**config.mk**
```make
export PLATFORM = sky130hd
export DESIGN_NAME = com_valid_lanes_flat
export DESIGN_NICKNAME = d
export VERILOG_FILES = /design/src/rtl/com_valid_lanes_pkg.sv /design/src/rtl/com_valid_lanes_if.sv /design/src/rtl/com_valid_lanes_lane.sv /design/src/rtl/com_valid_lanes.sv /design/src/flat_wrapper.sv
export SDC_FILE = /design/constraint.sdc
export NUM_CORES = 1
export LEC_CHECK = 0
export ABC_AREA = 0
export CORE_UTILIZATION = 49
export CTS_BUF_LIST = sky130_fd_sc_hd__clkbuf_4
export DETAILED_ROUTE_END_ITERATION = 10
export HOLD_SLACK_MARGIN = 0.08
export PLACE_DENSITY = 0.82
export REMOVE_ABC_BUFFERS = 1
export SETUP_SLACK_MARGIN = 0.15
export SYNTH_ARGS = -nofsm -noshare
export SYNTH_HDL_FRONTEND = slang
export SYNTH_HIERARCHICAL = 1
export SYNTH_SLANG_ARGS = --single-unit
```
**constraint.sdc**
```tcl
create_clock -name cclk -period 1.6 [get_ports cclk]
set_input_delay 0.32 -clock cclk [delete_from_list [all_inputs] [get_ports cclk]]
set_output_delay 0.32 -clock cclk [all_outputs]
set_load 0.02 [all_outputs]
```
**src/rtl/com_valid_lanes_pkg.sv**
```systemverilog
// rtl/com_valid_lanes_pkg.sv - shared PHY constants, width helper and lane packing macros
//
// Purpose : common definitions for the multi-lane transmit valid-conditioner.
// Contents: COMMA_K285 idle/alignment symbol, clog2w() counter-width helper,
//           CVL_LANE() macro selecting lane i of a packed multi-lane bus.

`ifndef COM_VALID_LANES_PKG_SV
`define COM_VALID_LANES_PKG_SV

// Lane i of a bus packed as {lane N-1, ..., lane 1, lane 0}, each w bits wide.
`define CVL_LANE(vec, i, w) vec[(i)*(w) +: (w)]

package com_valid_lanes_pkg;

   localparam logic [7:0] COMMA_K285 = 8'hBC;

   // Bits needed to count 0..n-1, never less than 1 so counters always exist.
   function automatic int clog2w(input int n);
      int w;
      w = 1;
      while ((1 << w) < n) w++;
      return w;
   endfunction

endpackage

`endif

```
**src/rtl/com_valid_lanes_if.sv**
```systemverilog
// rtl/com_valid_lanes_if.sv - multi-lane handshake bus for the transmit conditioner
//
// Purpose : groups the per-lane enable/valid/payload inputs and the
//           ready/symbol/K-flag outputs of com_valid_lanes.
// Signals : lane_en, valid, data_in (master -> slave)
//           ready_out, data_out, k_out (slave -> master)
//           data buses packed with lane i at [i*DATA_W +: DATA_W].

interface com_valid_lanes_if #(
   parameter int LANES  = 4,
   parameter int DATA_W = 8
);
   logic [LANES-1:0]        lane_en;
   logic [LANES-1:0]        valid;
   logic [LANES*DATA_W-1:0] data_in;
   logic [LANES-1:0]        ready_out;
   logic [LANES*DATA_W-1:0] data_out;
   logic [LANES-1:0]        k_out;

   modport master (
      output lane_en, valid, data_in,
      input  ready_out, data_out, k_out
   );

   modport slave (
      input  lane_en, valid, data_in,
      output ready_out, data_out, k_out
   );
endinterface

```
**src/rtl/com_valid_lanes_lane.sv**
```systemverilog
// rtl/com_valid_lanes_lane.sv - single-lane valid conditioner with idle gap and skip insertion
//
// Purpose : registers payload on accept, otherwise emits COMMA with k_out=1.
//           Holds off ready for MIN_GAP commas after a burst and forces one
//           skip comma after SYNC_PERIOD consecutive data words.
// Ports   : cclk      in   transmit clock
//           rst       in   asynchronous active-high reset
//           lane_en   in   lane enable; 0 zeroes outputs and clears counters
//           valid     in   payload valid
//           data_in   in   DATA_W payload
//           ready_out out  combinational accept, from lane state only
//           data_out  out  registered symbol
//           k_out     out  1 = data_out is the comma

module com_valid_lane
   import com_valid_lanes_pkg::*;
#(
   parameter int               DATA_W      = 8,
   parameter logic [DATA_W-1:0] COMMA      = DATA_W'(COMMA_K285),
   parameter int               MIN_GAP     = 3,
   parameter int               SYNC_PERIOD = 16
) (
   input  logic              cclk,
   input  logic              rst,
   input  logic              lane_en,
   input  logic              valid,
   input  logic [DATA_W-1:0] data_in,
   output logic              ready_out,
   output logic [DATA_W-1:0] data_out,
   output logic              k_out
);

   localparam int               RUN_W    = clog2w(SYNC_PERIOD + 1);
   localparam int               GAP_W    = clog2w(MIN_GAP + 1);
   localparam logic [RUN_W-1:0] RUN_MAX  = RUN_W'(SYNC_PERIOD);
   localparam logic [GAP_W-1:0] GAP_LOAD = GAP_W'(MIN_GAP > 1 ? MIN_GAP - 1 : 0);
   localparam bit               SKIP_EN  = (SYNC_PERIOD != 0);

   logic [RUN_W-1:0] run_cnt;
   logic [GAP_W-1:0] gap_cnt;
   logic             prev_data;
   logic             skip_due;
   logic             accept;

   assign skip_due  = SKIP_EN && (run_cnt == RUN_MAX);
   // Counters already read zero in reset; the explicit rst term keeps ready low then.
   assign ready_out = !rst && lane_en && (gap_cnt == '0) && !skip_due;
   assign accept    = valid && ready_out;

   always_ff @(posedge cclk or posedge rst) begin
      if (rst) begin
         data_out  <= '0;
         k_out     <= 1'b0;
         run_cnt   <= '0;
         gap_cnt   <= '0;
         prev_data <= 1'b0;
      end else if (!lane_en) begin
         data_out  <= '0;
         k_out     <= 1'b0;
         run_cnt   <= '0;
         gap_cnt   <= '0;
         prev_data <= 1'b0;
      end else if (accept) begin
         data_out  <= data_in;
         k_out     <= 1'b0;
         // With skips disabled the run length is irrelevant; pin it at zero.
         run_cnt   <= SKIP_EN ? run_cnt + 1'b1 : '0;
         prev_data <= 1'b1;
      end else begin
         data_out  <= COMMA;
         k_out     <= 1'b1;
         run_cnt   <= '0;
         prev_data <= 1'b0;
         // A comma that ends a burst loads the hold-off; a skip comma does not.
         if (prev_data && !skip_due)
            gap_cnt <= GAP_LOAD;
         else if (gap_cnt != '0)
            gap_cnt <= gap_cnt - 1'b1;
      end
   end

endmodule

```
**src/rtl/com_valid_lanes.sv**
```systemverilog
// rtl/com_valid_lanes.sv - multi-lane transmit valid conditioner, top level
//
// Purpose : LANES independent com_valid_lane instances sharing one clock and
//           reset; unpacks and repacks the lane buses of com_valid_lanes_if.
// Ports   : cclk           in  transmit clock
//           default_values in  asynchronous active-high reset
//           bus            slave modport of com_valid_lanes_if

module com_valid_lanes
   import com_valid_lanes_pkg::*;
#(
   parameter int                LANES       = 4,
   parameter int                DATA_W      = 8,
   parameter logic [DATA_W-1:0] COMMA       = DATA_W'(COMMA_K285),
   parameter int                MIN_GAP     = 3,
   parameter int                SYNC_PERIOD = 16
) (
   input  logic          cclk,
   input  logic          default_values,
   com_valid_lanes_if.slave bus
);

   logic [LANES-1:0]        ready_w;
   logic [LANES*DATA_W-1:0] data_w;
   logic [LANES-1:0]        k_w;

   for (genvar i = 0; i < LANES; i++) begin : g_lane
      com_valid_lane #(
         .DATA_W      (DATA_W),
         .COMMA       (COMMA),
         .MIN_GAP     (MIN_GAP),
         .SYNC_PERIOD (SYNC_PERIOD)
      ) u_lane (
         .cclk      (cclk),
         .rst       (default_values),
         .lane_en   (bus.lane_en[i]),
         .valid     (bus.valid[i]),
         .data_in   (`CVL_LANE(bus.data_in, i, DATA_W)),
         .ready_out (ready_w[i]),
         .data_out  (`CVL_LANE(data_w, i, DATA_W)),
         .k_out     (k_w[i])
      );
   end

   assign bus.ready_out = ready_w;
   assign bus.data_out  = data_w;
   assign bus.k_out     = k_w;

endmodule

```
**src/flat_wrapper.sv**
```systemverilog
// flat-port wrapper written by rule: the top's interface ports become plain ports
module com_valid_lanes_flat import com_valid_lanes_pkg::*;
#(
   parameter int                LANES       = 4,
   parameter int                DATA_W      = 8,
   parameter logic [DATA_W-1:0] COMMA       = DATA_W'(COMMA_K285),
   parameter int                MIN_GAP     = 3,
   parameter int                SYNC_PERIOD = 16
)
  (cclk, default_values, bus_lane_en, bus_valid, bus_data_in, bus_ready_out, bus_data_out, bus_k_out);
  com_valid_lanes_if #(.LANES(LANES), .DATA_W(DATA_W)) bus_i ();
  input  logic cclk;
  input  logic default_values;
  input wire logic [$bits(bus_i.lane_en)-1:0] bus_lane_en;
  input wire logic [$bits(bus_i.valid)-1:0] bus_valid;
  input wire logic [$bits(bus_i.data_in)-1:0] bus_data_in;
  output wire logic [$bits(bus_i.ready_out)-1:0] bus_ready_out;
  output wire logic [$bits(bus_i.data_out)-1:0] bus_data_out;
  output wire logic [$bits(bus_i.k_out)-1:0] bus_k_out;
  assign bus_i.lane_en = bus_lane_en;
  assign bus_i.valid = bus_valid;
  assign bus_i.data_in = bus_data_in;
  assign bus_ready_out = bus_i.ready_out;
  assign bus_data_out = bus_i.data_out;
  assign bus_k_out = bus_i.k_out;
  com_valid_lanes #(.LANES(LANES), .DATA_W(DATA_W), .COMMA(COMMA), .MIN_GAP(MIN_GAP), .SYNC_PERIOD(SYNC_PERIOD)) u_core (.cclk(cclk), .default_values(default_values), .bus(bus_i));
endmodule
```
==> flow_metrics.py <==
metrics = {
    "routing": {
        "drt.antenna.violating_nets": 0,
        "vias": 2412,
        "first_pass_iters": 4,
        "wl_per_cell_um": 17.4,
        "vias_per_cell": 5.14,
        "drt-initial-drc-count": 113,
        "wl_um": 8170,
        "drc": 0,
    },
    "floorplan": {
        "core_um2": 5610,
        "dieArea_um2": 6230,
        "die-height_um": 78.9,
        "initial_core_util_pct": 51.7,
        "num_rows": 27,
        "ioPinCount": 82,
        "die_x_um": 78.9,
    },
    "cells_and_area": {
        "fillers": 318,
        "drive_gt1_share_pct": 36.4,
        "syn2layout_area_growth_pct": 61.6,
        "fin_area_um2": 4680,
        "nets": 445,
    },
    "logic_synthesis": {
        "netlist_area_um2": 2900,
        "syn_avg_cell_area_um2": 12.3,
        "muxShareOfSynthArea_pct": 0,
        "synth_xor_area_share_pct": 4.84,
        "synthSimpleGateAreaFrac_pct": 16.8,
        "synthAdderAreaFrac_pct": 5.18,
        "synth.distinct_cells": 22,
        "synth_cells": 236,
        "ys_ff_latch": 68,
        "ys_seq_area_share_pct": 58.7,
        "synth_compound_area_share_pct": 9.67,
        "yosysWarnings": 6,
        "synth_top_family_by_area": "simple AND/OR/NAND/NOR gates",
    },
    "global_routing": {
        "gr-total-overflow": 0,
        "antenna_found_initial": 1,
        "grt_max_degree": 18,
        "grt_use_total_pct": 25.3,
        "grt_pass1_wl_um": 11500,
        "first_global_vias": 2530,
    },
    "status": {
        "violations": "negative setup slack",
        "status": "finished with violations",
    },
    "timing": {
        "setup_viol": 22,
        "post-route-min-period_ns": 1.91,
        "min_period_over_period_pct": 119,
        "relSlewSlack_pct": 77.8,
        "worst_pin_slew_ns": 0.334,
        "skew_ns": 0.00765,
        "hold_viol": 0,
        "max_freq_ghz": 0.524,
        "holdWs_ns": 0.438,
        "tns_ns": -4.05,
        "rsz0062_at_grt": "yes",
        "timing.final.ws_setup_ns": -0.309,
        "drv_slew": 0,
    },
    "flow_run": {
        "cap_violations": 0,
    },
    "clock_tree": {
        "clk_path_buf_depth": 2,
        "cts-root-buf": "clkbuf_4",
        "clk_latency_ns": 0.40,
        "cts-htree-levels": 3,
        "cts_sinks": 68,
        "cts_tree": "built",
        "path_clk_slew_ns": 0.10,
        "cts_buffers": 9,
    },
    "power_and_ir_drop": {
        "total_leakage_power_nw": 2.18,
        "max-vdd-ir-drop_mv": 0.780,
        "total_power_mw": 4.66,
        "p_per_area_nw_per_um2": 996,
    },
    "setup_path": {
        "start_kind": "flop",
        "cp.arrival_ns": 2.20,
        "critical_path_class": "flop to flop",
        "cp_max_fo": 3,
        "cp.required_ns": 1.89,
        "critPathCaptureType": "flop",
    },
    "place": {
        "place_area_um2": 4150,
        "finalWeightedCongestion": 0.768,
        "dp_hpwl_um": 4410,
        "portBuffers": 81,
    },
    "min_path": {
        "hp-class": "input port to async pin",
    },
}
-- cell families after synthesis --
| family | Yosys count |
|---|---|
| buf+inv | 36 |
| fa+ha+maj | 12 |
| compound gates | 36 |
| simple gates | 68 |
| flops | 68 |
| xor+xnor | 16 |
-- state kept, by name (all words and copies together) (netlist names) --
name,flops
u_core/g_lane.u_lane/run_cnt,20
u_core/g_lane.u_lane/gap_cnt,8
u_core/g_lane.u_lane/prev_data,4
u_core/g_lane.u_lane/k_out,4
u_core/g_lane.u_lane/data_out,32
-- layout make-up --
type                            count  area, µm²  area share (%)
Antenna cell                        1       2.50          0.0534
Clock buffer                       12       90.1            1.92
Clock inverter                      4       16.3           0.347
Inverter                           28        113            2.40
Multi-Input combinational cell    132       1250            26.8
Sequential cell                    68       1700            36.3
Tap cell                           72       90.1            1.92
Timing Repair Buffer              152       1420            30.2
-- routing by layer --
metal,GRT usage [%],wire (µm)
met1,28.0,2960
met2,45.0,4490
met3,5.06,453
met4,14.7,265
met5,0,0
-- per-stage QoR --
stage	cells	util, %	setup slack [ns]
finish	469	83.5	-0.309
global route	469	83.5	-0.333
CTS	461	79.6	-0.242
detailed placement	432	73.9	-0.466
global placement	432	73.9	-0.451
floorplan	228	-	0.132
-- worst max-delay path: stages (launching register included) --
cell and delay [ns]:
dfrtp_1 0.41, inv_1 0.14, ha_4 0.17, nand4bb_4 0.13, buf_6 0.14, buf_6 0.10
buf_6 0.10, buf_6 0.11, nand3_4 0.10, inv_4 0.05, a222oi_1 0.34
-- synthesized netlist by cell type --
library cell | number | share of area, %
a222oi_1 | 4 | 1.4
a32o_1 | 4 | 1.4
and2_1 | 20 | 4.3
and3b_1 | 4 | 1.2
and4_1 | 4 | 1.2
buf_2 | 4 | 0.69
clkbuf_1 | 4 | 0.52
dfrtp_1 | 68 | 59
ha_1 | 12 | 5.2
inv_1 | 24 | 3.1
inv_2 | 4 | 0.52
nand2_1 | 4 | 0.52
nand3_1 | 8 | 1.4
nand3_2 | 4 | 1.4
nand4bb_4 | 4 | 3.8
nor2_1 | 16 | 2.1
nor2b_1 | 4 | 0.86
o211ai_1 | 4 | 1.0
o21a_1 | 20 | 5.2
o21ai_0 | 4 | 0.69
xnor2_1 | 8 | 2.4
xor2_1 | 8 | 2.4
-- cell usage in the layout (no fill, tap or decap), types with 5 or more instances in the layout --
master and count:
and2_1 8, and2_4 12, buf_4 49, buf_6 24, clkbuf_4 12, clkdlybuf4s15_1 17, clkdlybuf4s50_1 41, dfrtp_1 68
dlygate4sd2_1 19, ha_4 7, inv_1 11, inv_2 14, nand3_1 8, nor2_1 8, nor2_4 5, o21a_1 20
xnor2_1 8, xor2_1 8
-- path summary, 6_finish.rpt --
kind / from / to / slack, ns / cells past startpoint
min in group cclk: bus_data_in[14] / u_core/g_lane[1].u_lane/data_out[6] / 0.47 / 2
hold / removal: default_values / u_core/g_lane[3].u_lane/run_cnt[1] / 0.44 / 4
max in group asynchronous: default_values / u_core/g_lane[0].u_lane/data_out[1] / 0.94 / 4
hold reg to reg: u_core/g_lane[2].u_lane/run_cnt[0] / u_core/g_lane[2].u_lane/run_cnt[0] / 0.56 / 2
setup reg to reg: u_core/g_lane[0].u_lane/run_cnt[0] / u_core/g_lane[0].u_lane/gap_cnt[1] / -0.31 / 10
setup / recovery: u_core/g_lane[0].u_lane/run_cnt[0] / u_core/g_lane[0].u_lane/gap_cnt[1] / -0.31 / 10
-- timing repair --
item	in CTS	in global routing
setup buffers	11	6
setup endpoints to repair	87	74
gates resized for setup	108	59
pin swaps	25	21
gates cloned	2	1
hold buffers	0	0
-- power by group --
group	total (mW)	switching (mW)	internal, mW
clock network	0.928	0.572	0.356
logic	1.76	0.810	0.951
registers	1.97	0.0922	1.88
Power figures use the tool's default switching activity.
